## src/rtl/imm_extend_pipe.sv

```systemverilog
// imm_extend_pipe: four-mode immediate extender feeding a valid/ready output FIFO
module imm_extend_pipe #(
  parameter int IN_W = 16,
  parameter int OUT_W = 32,
  parameter int BR_SHIFT = 2,
  parameter int DEPTH = 2
) (
  input  logic                   clk,
  input  logic                   rst_n,
  input  logic                   in_valid,
  output logic                   in_ready,
  input  logic [IN_W-1:0]        in_imm,
  input  logic [1:0]             in_mode,
  output logic                   out_valid,
  input  logic                   out_ready,
  output logic [OUT_W-1:0]       out_data,
  output logic [$clog2(DEPTH):0] out_count
);
  localparam int AW = $clog2(DEPTH);
  logic [OUT_W-1:0] mem [DEPTH];
  logic [AW-1:0] wrPtr, rdPtr;
  logic [AW:0] count;
  logic [OUT_W-1:0] zx, sx, ext;
  logic push, pop;
  always_comb begin
    zx = OUT_W'(in_imm);
    sx = OUT_W'($signed(in_imm));
    ext = in_mode[1] ? (in_mode[0] ? sx << BR_SHIFT : zx << (OUT_W - IN_W)) : (in_mode[0] ? sx : zx);
  end
  assign in_ready = (count < (AW+1)'(DEPTH)) & rst_n;
  assign out_valid = count != '0;
  assign out_data = mem[rdPtr];
  assign out_count = count;
  assign push = in_valid & in_ready;
  assign pop = out_valid & out_ready;
  always_ff @(posedge clk or negedge rst_n) begin
    if (!rst_n) begin
      wrPtr <= '0;
      rdPtr <= '0;
      count <= '0;
      for (int i = 0; i < DEPTH; i++) mem[i] <= '0;
    end else begin
      if (push) begin
        mem[wrPtr] <= ext;
        wrPtr <= wrPtr + AW'(1);
      end
      if (pop) rdPtr <= rdPtr + AW'(1);
      count <= count + (AW+1)'(push) - (AW+1)'(pop);
    end
  end
endmodule

```

## config.mk

```make
export PLATFORM = sky130hd
export DESIGN_NAME = imm_extend_pipe
export DESIGN_NICKNAME = d
export VERILOG_FILES = /design/src/rtl/imm_extend_pipe.sv
export SDC_FILE = /design/constraint.sdc
export NUM_CORES = 1
export LEC_CHECK = 0
export ABC_AREA = 0
export CORE_MARGIN = 2
export CORE_UTILIZATION = 47
export CTS_CLUSTER_DIAMETER = 60
export CTS_CLUSTER_SIZE = 20
export DETAILED_ROUTE_END_ITERATION = 6
export GPL_TIMING_DRIVEN = 0
export PLACE_DENSITY = 0.82
export REMOVE_ABC_BUFFERS = 1
export SYNTH_ARGS = -nofsm -noshare
export SYNTH_HDL_FRONTEND = slang
export SYNTH_SLANG_ARGS = --single-unit
```

## constraint.sdc

```tcl
create_clock -name clk -period 1.2 [get_ports clk]
set_input_delay 0.24 -clock clk [delete_from_list [all_inputs] [get_ports clk]]
set_output_delay 0.24 -clock clk [all_outputs]
set_load 0.005 [all_outputs]
```

After elaboration in Yosys (flattened, before gate mapping)
Cells that the tools add are included.

operators by class
  add/subtract/negate cells = 4
  bitwise gates (word level) = 5
  reduce and logical (&&, ||, !) cells = 2
  order comparisons = 4
  muxes and demuxes = 9

operators with widths
  cell                                                                           count
  32-bit two-way mux                                                             6
  64-bit bitwise mux                                                             1
  32-bit demux with 1-bit select                                                 1
  31-bit two-way mux                                                             1
  2-bit greater-or-equal comparator (second input constant)                      2
  1-bit NOT with 2-bit output                                                    2
  1-bit AND                                                                      3
  1-bit adder (second input constant)                                            2
  2-bit by 1-bit adder with 2-bit output                                         1
  2-bit by 1-bit less-than comparator with 1-bit output (second input constant)  1
  2-bit less-than comparator (second input constant)                             1
  2-bit nonzero test                                                             1
  2-bit by 1-bit subtractor with 2-bit output                                    1
  1-bit logical AND                                                              1

word-level totals
  logic and storage cells = 29
  output and inout bits = 36
  bits in registers = 68

Depth between registers and ports, before layout
Gate-level depths: netlist (run 1).

  word-level depth = 6
  gate-level depth with buffers = 5
  mapped depth without buffers = 5

Worst setup path after synthesis (run 1)
OpenSTA, ideal clock, no wires.

  kind = flip-flop to flip-flop
  start point = register count[1], in the netlist out_count[1]
  end point = register count[0], in the netlist out_count[0]
  slack = -0.134 ns
  stages on the path, launching flop included = 5
  setup time = 0.126 ns
  path buffers = 0
  period minus slack after synthesis = 1.334 ns
  arrival time = 1.209 ns
  path through = dfrtp_1 -> or2_2 -> nand2_1 -> xor2_1 -> ha_1

on the way
  elaborated cells between the ends (all ways) = 7

RTL lines
  item                                         line  RTL
  start: declaration                           22    logic [AW:0] count;
  start signal: assignment                     48    count <= count + (AW+1)'(push) - (AW+1)'(pop);
  2-bit nonzero test                           31    assign out_valid = count != '0;
  net out_valid                                14    output logic out_valid,
  1-bit AND                                    35    assign pop = out_valid & out_ready;
  2-bit by 1-bit subtractor with 2-bit output  48

The timed path passes the listed nets, and every way through them passes these cells.
A chain may end at the register's enable or synchronous reset.

Worst setup path in the final report (run 1)
  start point = register rdPtr
  end point = output port out_data[14]

on the way
  cells in the longest elaborated chain, start to end = 4

RTL lines
  item                                                   line  RTL
  start: declaration                                     21    logic [AW-1:0] wrPtr, rdPtr;
  start signal: assignment                               47    if (pop) rdPtr <= rdPtr + AW'(1);
  1-bit NOT with 2-bit output (implied by the code)      32    assign out_data = mem[rdPtr];
  32-bit two-way mux (implied by the code) (3 in a row)  32
  end: declaration                                       16    output logic [OUT_W-1:0] out_data,

Every way passes these cells. The select of a mux whose other input is x is not followed.

==> results_dict.tcl, run 1 <==
set metrics [dict create \
    vias 3056 \
    io_pins 58 \
    utilization_pct 77.3 \
    diodes 0 \
    worst_slack_ps -719 \
    insertion_delay_ps 360 \
    io_buffer_count 57 \
    grt_overflow 0 \
    critPathKind "flip-flop to primary output" \
    pwr_density_cell_mw_per_mm2 2540 \
    hp-class "input pin to async pin" \
    switching_share_pct 35.9 \
    synth_xor_area_share_pct 0.823 \
    synth_compound_area_share_pct 15.6 \
    drt_pass1_iterations 6 \
    fin_area_mm2 0.00517 \
    rsz0062_at_grt "yes" \
    dp_hpwl_mm 4.09 \
    synth_fa_ha_area_share_pct 0.392 \
    drc 0 \
    synth_top_family_by_area "compound AO/OA/AOI/OAI gates" \
    cp_max_fo 4 \
    yosys_warnings 0 \
    worstPathRequired_ps 960 \
    syn_inst 320 \
    gp_congestion 0.713 \
    ys_ff_latch 68 \
    cts.sinks 68 \
    synth-simple-area-share_pct 14.2 \
    clock_skew_ps 15.0 \
    grt_pass1_vias 3081 \
    synth_cell_type_count 24 \
    die-height_um 86.4 \
    final_common_cell "dfrtp_1" \
    ir_drop_mv 1.48 \
    clockRootBuffer "clkbuf_8" \
    die_w_um 86.4 \
    grt_max_degree 80 \
    startpoint_type "flip-flop" \
    seq_area_frac_synth_pct 53.3 \
    cp_common_cell "buf_6" \
    switchingPower_w 0.00471 \
    antenna_found_initial 0 \
    clock_path_buffers 2 \
    dp.cells 434 \
    synth.cell_area_mm2 0.00319 \
    maxCapViolCount 0 \
    relSlewSlack_pct 63.3 \
    period_needed_ps 1920 \
    avgSynthCellArea_um2 9.98 \
    power_frac_comb_pct 53.9 \
    hold_viol_final 68 \
    ant_nets 0 \
    syn_to_final_growth_pct 61.8 \
    die_area_mm2 0.00747 \
    path_cells "buf_12 -> buf_8 -> buf_6 -> mux2_4 -> buf_6" \
    status "finished with violations" \
    core_area_mm2 0.00668 \
    hold_ws_ps -203 \
    finalNetCount 442 \
    cp.arrival_ps 1680 \
    power_frac_clock_pct 14.7 \
    drive_above_1_share_pct 55.0 \
    p_int_w 0.00840 \
    totalWireLength_mm 11.5 \
    muxShareOfSynthArea_pct 10.9 \
    slowest_delay_ps 520 \
    failed_checks "hold timing, setup timing" \
    p_leak_nw 2.34 \
    start_util_pct 47.8 \
    final_cell_count_no_fill 504 \
    grtUsageTotal_pct 28.9 \
    grt_pass1_wl_mm 16.1 \
    wl_per_cell_um 22.8 \
    cpMaxStageDelayCell "dfrtp_4" \
    cts_tree "built" \
    rows 30 \
    tightest_slew_ps 550 \
    end_kind "primary output" \
    pwr-share-seq_pct 31.4 \
    final_cell_mix "65 x dfrtp_1, 49 x o21ai_2, 34 x buf_6" \
    multi_input_area_mm2 0.00194 \
    fmax_mhz 521 \
    clk_pin_slew_worst_paths_ps 90 \
    maxSlewViolCount 0 \
    nFillCells 390 \
    cts_max_level 3 \
    drt-initial-drc-count 264 \
    place_area_mm2 0.00373 \
    post-place-ws_ps -1620 \
    viasPerCell 6.06 \
    register_area_mm2 0.00171 \
    setup_violations 104 \
    cts_buffers 9 \
    finalCritPeriodShare_pct 160 \
]
## worst max-delay path: cells and delay by family (launching register included)
kind | cells | cell delay [ps]
buf+inv | 4 | 490
flops | 1 | 520
mux | 1 | 300
## cells in the mapped netlist
master | n | area share [%]
a21oi_1 | 31 | 4.9
nand3b_1 | 1 | 0.24
nand4b_4 | 1 | 0.74
and2_4 | 1 | 0.27
xnor2_1 | 2 | 0.55
nand2_1 | 67 | 7.9
nand4bb_1 | 1 | 0.35
inv_1 | 1 | 0.12
nand2b_1 | 2 | 0.39
clkbuf_1 | 2 | 0.24
a31oi_1 | 1 | 0.20
or2_2 | 1 | 0.20
nor2b_1 | 19 | 3.7
ha_1 | 1 | 0.39
dfrtp_1 | 68 | 53
mux2_2 | 31 | 11
a22oi_2 | 1 | 0.39
buf_6 | 4 | 1.4
and2_1 | 2 | 0.39
o21ai_1 | 36 | 5.6
o21ai_0 | 29 | 4.5
buf_4 | 4 | 0.94
xor2_1 | 1 | 0.27
buf_2 | 13 | 2.0
## flip-flops by register name (all words and copies together) (netlist names)
register,flops
wrPtr,1
out_count,2
mem,64
rdPtr,1
## what timing repair did
item	4_1_cts	5_1_grt
resized for setup	227	119
endpoints found under the hold margin	68	68
setup buffers	41	4
setup endpoints to repair	104	104
pin swaps	29	44
gates cloned	10	4
## stage by stage
| step | power [W] | hold WS (ps) | setup TNS [ps] |
|---|---|---|---|
| floorplan | 0.00587 | -55.6 | -60390 |
| global placement | 0.00787 | 455 | -509470 |
| detailed placement | 0.00803 | 433 | -116250 |
| CTS | 0.0117 | -184 | -30170 |
| global route | 0.0137 | -173 | -36490 |
| finish | 0.0131 | -203 | -34490 |
## per-layer routing
layer	part of all wire (%)	global-route usage, %	vias up
met5	0	0	-
met3	5.8	5.71	34
met2	51	46.7	158
li1	-	-	1317
met4	2.9	12.9	0
met1	40	37.9	1547
## cells by family after synthesis
logic type	after synthesis
AOI/OAI and AO/OA	98
xor gates and xnor gates	3
adders and majority gates	1
buffers and inverters	24
DFF	68
muxes	31
and+or+nand+nor	95
## worst paths after layout
| kind | start | endpoint | slack, ps | cells past startpoint |
|---|---|---|---|---|
| setup / recovery | rdPtr | out_data[14] | -720 | 5 |
| hold reg to reg | mem[33] | mem[33] | 480 | 2 |
| hold / removal | rst_n | out_count[0] | -200 | 1 |
| setup reg to reg | out_count[1] | mem[41] | -330 | 6 |
| min in group clk | mem[33] | mem[33] | 480 | 2 |
| max in group asynchronous | rst_n | mem[20] | 1030 | 1 |
## power groups by stage
stage | logic [W] | clock network [W] | registers, W
2_1_floorplan | 0.00202 | 0 | 0.00386
3_3_place_gp | 0.00386 | 0 | 0.00401
3_5_place_dp | 0.00395 | 0 | 0.00408
4_1_cts | 0.00602 | 0.00188 | 0.00384
5_1_grt | 0.00743 | 0.00203 | 0.00420
6_report | 0.00707 | 0.00192 | 0.00411
## area by class of cell
type	count	area share [%]
Multi-Input combinational cell	234	37.5
Sequential cell	68	33.1
Timing Repair Buffer	105	23.5
Clock buffer	14	3.54
Tap cell	80	1.94
Clock inverter	2	0.315
Inverter	1	0.0727
Note: power is estimated with default switching activity, not from simulation.
==> run 2: changes to the inputs <==
--- a/config.mk
+++ b/config.mk
@@ -7,12 +7,12 @@
 export LEC_CHECK = 0
 export ABC_AREA = 0
 export CORE_MARGIN = 2
-export CORE_UTILIZATION = 47
+export CORE_UTILIZATION = 55
 export CTS_CLUSTER_DIAMETER = 60
 export CTS_CLUSTER_SIZE = 20
 export DETAILED_ROUTE_END_ITERATION = 6
 export GPL_TIMING_DRIVEN = 0
-export PLACE_DENSITY = 0.82
+export PLACE_DENSITY = 0.83
 export REMOVE_ABC_BUFFERS = 1
 export SYNTH_ARGS = -nofsm -noshare
 export SYNTH_HDL_FRONTEND = slang
==> constraint.sdc (replaced) <==
create_clock -name clk -period 2.3 [get_ports clk]
set_input_delay 0.46 -clock clk [delete_from_list [all_inputs] [get_ports clk]]
set_output_delay 0.46 -clock clk [all_outputs]
set_load 0.005 [all_outputs]
==> run 2 against run 1 <==
Against the previous run: die area decreased by 14%; final cell count decreased by 12%; the run now ends clean; via count decreased by 19%; critical path type unchanged; count of clock-buffer cells in the layout decreased by 2; setup slack improved by 800 ps; combinational power decreased by 68%; power decreased by 61%; flip-flop and latch count unchanged.
==> results_dict.tcl, run 2 (synthesis gave the netlist of run 1 again) <==
set metrics [dict create \
    final_common_cell "dfrtp_1" \
    cts.sinks 68 \
    grt_pass1_vias 2434 \
    insertion_delay_ps 340 \
    fin_area_mm2 0.00395 \
    nFillCells 423 \
    wl_per_cell_um 16.2 \
    end_kind "primary output" \
    reg2reg_slack_ps 420 \
    cp.arrival_ps 1760 \
    switching_share_pct 31.5 \
    use_met3_pct 3.71 \
    switchingPower_w 0.00161 \
    hold_viol_final 0 \
    drive_above_1_share_pct 15.1 \
    pwr_density_cell_mw_per_mm2 1290 \
    viasPerCell 5.58 \
    met1_usage_pct 32.5 \
    ir_drop_mv 0.747 \
    grtUsageTotal_pct 24.5 \
    p_int_w 0.00350 \
    largest_reg_flops 64 \
    vias 2471 \
    diodes 0 \
    grt_overflow 0 \
    r2r-start "wrPtr" \
    finalNetCount 391 \
    start_util_pct 57.6 \
    gp_congestion 0.755 \
    cts_buffers 9 \
    cp-startpoint "rdPtr" \
    clockRootBuffer "clkbuf_8" \
    power_frac_clock_pct 16.0 \
    critPathKind "flip-flop to primary output" \
    hold_ws_ps 138 \
    core_area_mm2 0.00554 \
    cts_max_level 3 \
    relSlewSlack_pct 37.2 \
    io_pins 58 \
    period_needed_ps 2220 \
    ant_nets 0 \
    syn_to_final_growth_pct 23.8 \
    dp_hpwl_mm 4.02 \
    grt.busiest_layer "met2" \
    clock_path_buffers 2 \
    setup_violations 0 \
    antenna_found_initial 0 \
    place_area_mm2 0.00372 \
    rsz0062_at_grt "yes" \
    status "finished clean" \
    drc 0 \
    clk_pin_slew_worst_paths_ps 60 \
    largest_register "mem" \
    worstPathRequired_ps 1840 \
    hp-class "input pin to async pin" \
    met2_usage_pct 39.1 \
    cp_max_fo 17 \
    die_w_um 80.2 \
    totalWireLength_mm 7.17 \
    io_buffer_count 57 \
    finalPower_w 0.00511 \
    die-height_um 80.2 \
    finalCritPeriodShare_pct 96.5 \
    cts_tree "built" \
    clock_skew_ps 3.82 \
    maxCapViolCount 0 \
    maxSlewViolCount 0 \
    grt_max_degree 75 \
    power_frac_comb_pct 44.4 \
    rows 27 \
    startpoint_type "flip-flop" \
    cts_hold_buffers 0 \
    drt-initial-drc-count 133 \
    utilization_pct 71.3 \
    drt_pass1_iterations 4 \
    tightest_slew_ps 941 \
    final_cell_mix "67 x dfrtp_1, 66 x nand2_1, 55 x clkdlybuf4s50_1" \
    die_area_mm2 0.00643 \
    grt_pass1_wl_mm 11.8 \
    fmax_mhz 450 \
    p_leak_nw 1.73 \
    pwr-share-seq_pct 39.6 \
]
==> run 2: changes by cell type in the layout (fill, tap and decap cells not counted), sizes merged, moves of 2 or more <==
| cell | before | now |
|---|---|---|
| clkbuf | 18 | 12 |
| nand4b | 4 | 1 |
| clkdlybuf4s15 | 10 | 0 |
| nand4bb | 4 | 2 |
| clkdlybuf4s50 | 18 | 55 |
| buf | 73 | 3 |
==> run 2: final cells by class <==
class                           instances  area [um2]  share of cell area, %
Timing Repair Buffer                   59         609                   15.4
Sequential cell                        68        1710                   43.1
Clock buffer                           12         145                   3.67
Inverter                                1        3.75                 0.0950
Tap cell                               72        90.1                   2.28
Clock inverter                          2        12.5                  0.317
Multi-Input combinational cell        229        1390                   35.1
==> run 2: critical path, stage by stage, from the launching register on <==
cell	delay, ps
dfrtp_4	440
buf_8	190
mux2_2	350
clkdlybuf4s50_1	440
==> run 2: metrics by stage <==
step / TNS, ps / std cells / setup slack, ps
2_1_floorplan: -4740 / 297 / -312
4_1_cts: 0 / 443 / 70.6
6_report: 0 / 443 / 80.0
3_3_place_gp: -362330 / 426 / -4550
5_1_grt: -1.83 / 443 / -1.83
3_5_place_dp: -31780 / 426 / -761
==> run 2: final timing paths <==
check | depth (start not counted) | to
setup / recovery | 3 | out_data[6]
max in group asynchronous | 1 | rdPtr
setup reg to reg | 2 | mem[43]
hold reg to reg | 2 | mem[32]
min in group clk | 2 | mem[32]
hold / removal | 1 | mem[59]
==> run 2: per-layer routing <==
| metal | vias up | share of wire (%) |
|---|---|---|
| met2 | 72 | 50 |
| met4 | 0 | 1.4 |
| met1 | 1198 | 43 |
| li1 | 1192 | - |
| met3 | 9 | 5.2 |
| met5 | - | 0 |
==> run 2: what timing repair did <==
| action | CTS | global route |
|---|---|---|
| cloned | 1 | 0 |
| pin swaps | 2 | 0 |
| buffers inserted | 2 | 0 |
| setup endpoints to repair | 69 | 3 |
| resized for setup | 5 | 3 |
==> run 2: power groups by stage <==
stage,logic (W),clock network [W],registers (W)
6_report,0.00227,0.000819,0.00202
5_1_grt,0.00250,0.000881,0.00209
4_1_cts,0.00228,0.000837,0.00202
3_5_place_dp,0.00205,0,0.00213
3_3_place_gp,0.00201,0,0.00210
2_1_floorplan,0.00105,0,0.00201
==> run 3: changes to the inputs <==
--- a/config.mk
+++ b/config.mk
@@ -5,8 +5,7 @@
 export SDC_FILE = /design/constraint.sdc
 export NUM_CORES = 1
 export LEC_CHECK = 0
-export ABC_AREA = 0
-export CORE_MARGIN = 2
+export CORE_MARGIN = 3
 export CORE_UTILIZATION = 55
 export CTS_CLUSTER_DIAMETER = 60
 export CTS_CLUSTER_SIZE = 20
==> run 3 against run 2 <==
Against the previous run: wire length is 3.6% higher; hold slack got worse by 14 ps; largest power group unchanged; first-iteration DRC count grew 28%; sequential power about the same; critical path depth is the same; combinational power hardly changed; clock skew increased by 1.1 ps.
==> results_dict.tcl, run 3 (synthesis gave the netlist of run 1 again) <==
set metrics [dict create \
    cp.arrival_ps 1780 \
    switching_share_pct 31.5 \
    rsz0062_at_grt "no" \
    pwr-share-seq_pct 39.2 \
    drive_above_1_share_pct 14.8 \
    die_w_um 82.2 \
    start_util_pct 57.3 \
    clock_path_buffers 2 \
    syn_to_final_growth_pct 24.1 \
    slowest_delay_ps 450 \
    totalWireLength_mm 7.43 \
    post-place-ws_ps -760 \
    cts_max_level 3 \
    hold_viol_final 0 \
    utilization_pct 71.1 \
    grt_pass1_wl_mm 12.3 \
    die-height_um 82.2 \
    ir_drop_mv 0.813 \
    setup_violations 0 \
    gp_congestion 0.742 \
    io_buffer_count 57 \
    path_cells "buf_12 -> mux2_2 -> clkdlybuf4s50_1" \
    nFillCells 435 \
    cts_hold_buffers 0 \
    power_frac_clock_pct 16.6 \
    ant_nets 0 \
    finalPower_w 0.00518 \
    hp-class "input pin to async pin" \
    diodes 0 \
    clk_pin_slew_worst_paths_ps 70 \
    cpMaxStageDelayCell "clkdlybuf4s50_1" \
    maxSlewViolCount 0 \
    largest_reg_flops 64 \
    grt_max_degree 75 \
    end_kind "primary output" \
    cts_tree "built" \
    insertion_delay_ps 340 \
    status "finished clean" \
    finalCritPeriodShare_pct 97.3 \
    cts_buffers 9 \
    fin_area_mm2 0.00396 \
    io_pins 58 \
    die_area_mm2 0.00676 \
    core_area_mm2 0.00557 \
    clock_skew_ps 4.95 \
    switchingPower_w 0.00163 \
    dp_hpwl_mm 4.19 \
    viasPerCell 5.63 \
    fmax_mhz 447 \
    drt-initial-drc-count 170 \
    p_leak_nw 1.73 \
    cts.sinks 68 \
    pwr_density_cell_mw_per_mm2 1310 \
    grt_pass1_vias 2508 \
    drc 0 \
    place_area_mm2 0.00372 \
    worstPathRequired_ps 1840 \
    tightest_slew_ps 938 \
    grtUsageTotal_pct 24.6 \
    maxCapViolCount 0 \
    antenna_found_initial 0 \
    drt_pass1_iterations 4 \
    critPathKind "flip-flop to primary output" \
    relSlewSlack_pct 37.4 \
    period_needed_ps 2240 \
    startpoint_type "flip-flop" \
    wl_per_cell_um 16.7 \
    final_cell_mix "67 x nand2_1, 67 x dfrtp_1, 56 x clkdlybuf4s50_1" \
    clockRootBuffer "clkbuf_8" \
    cp_max_fo 17 \
    finalNetCount 391 \
    power_frac_comb_pct 44.1 \
    rows 27 \
    largest_register "mem" \
    worst_slack_ps 61.5 \
    p_int_w 0.00354 \
    grt_overflow 0 \
    vias 2501 \
    setup_tns_ps 0 \
]
run 3: final timing paths:
kind                       startpoint           end  slack [ps]  cells after the start
setup / recovery                rdPtr  out_data[14]          60                      3
hold / removal                  rst_n       mem[59]         120                      1
setup reg to reg                wrPtr       mem[33]         390                      3
hold reg to reg               mem[20]       mem[20]         480                      2
max in group asynchronous       rst_n         rdPtr        1710                      1
min in group clk              mem[20]       mem[20]         480                      2
run 3: worst max-delay path, delay by kind of cell (launching register included):
family	cells	cell delay (ps)
flops	1	440
buf+inv	2	620
mux	1	370
run 3: layout make-up:
type / instances / area, um2 / share of cell area, %
clock buffers: 13 / 159 / 4.01
clock inverters: 2 / 10.0 / 0.253
inverters: 1 / 3.75 / 0.0947
flip-flops and latches: 68 / 1710 / 43.0
well taps: 72 / 90.1 / 2.27
repair buffers: 59 / 614 / 15.5
multi-input cells: 229 / 1380 / 34.8
run 3: metal layers:
layer | part of all wire (%) | vias to the layer above | GRT usage, %
met5 | 0 | - | 0
met4 | 1.8 | 0 | 11.1
met3 | 5.1 | 10 | 4.66
met2 | 49 | 79 | 38.9
met1 | 44 | 1215 | 33.0
li1 | - | 1197 | -
run 3: through the flow:
step	std cells	hold WS, ps
floorplan	297	164
global placement	426	455
detailed placement	426	467
CTS	444	147
global route	444	149
finish	444	124
run 3: what timing repair did:
| action | CTS | global route |
|---|---|---|
| cloned | 1 | 0 |
| setup endpoints to repair | 64 | 3 |
| buffers inserted | 2 | 0 |
| resized for setup | 4 | 2 |
| pin swaps | 2 | 0 |
run 3: power by group through the flow:
stage	logic [W]	clock network (W)	registers, W
after global placement	0.00202	0	0.00210
after CTS	0.00229	0.000872	0.00202
after detailed placement	0.00207	0	0.00213
final	0.00229	0.000861	0.00203
after global routing	0.00252	0.000926	0.00210
after floorplan	0.00105	0	0.00201
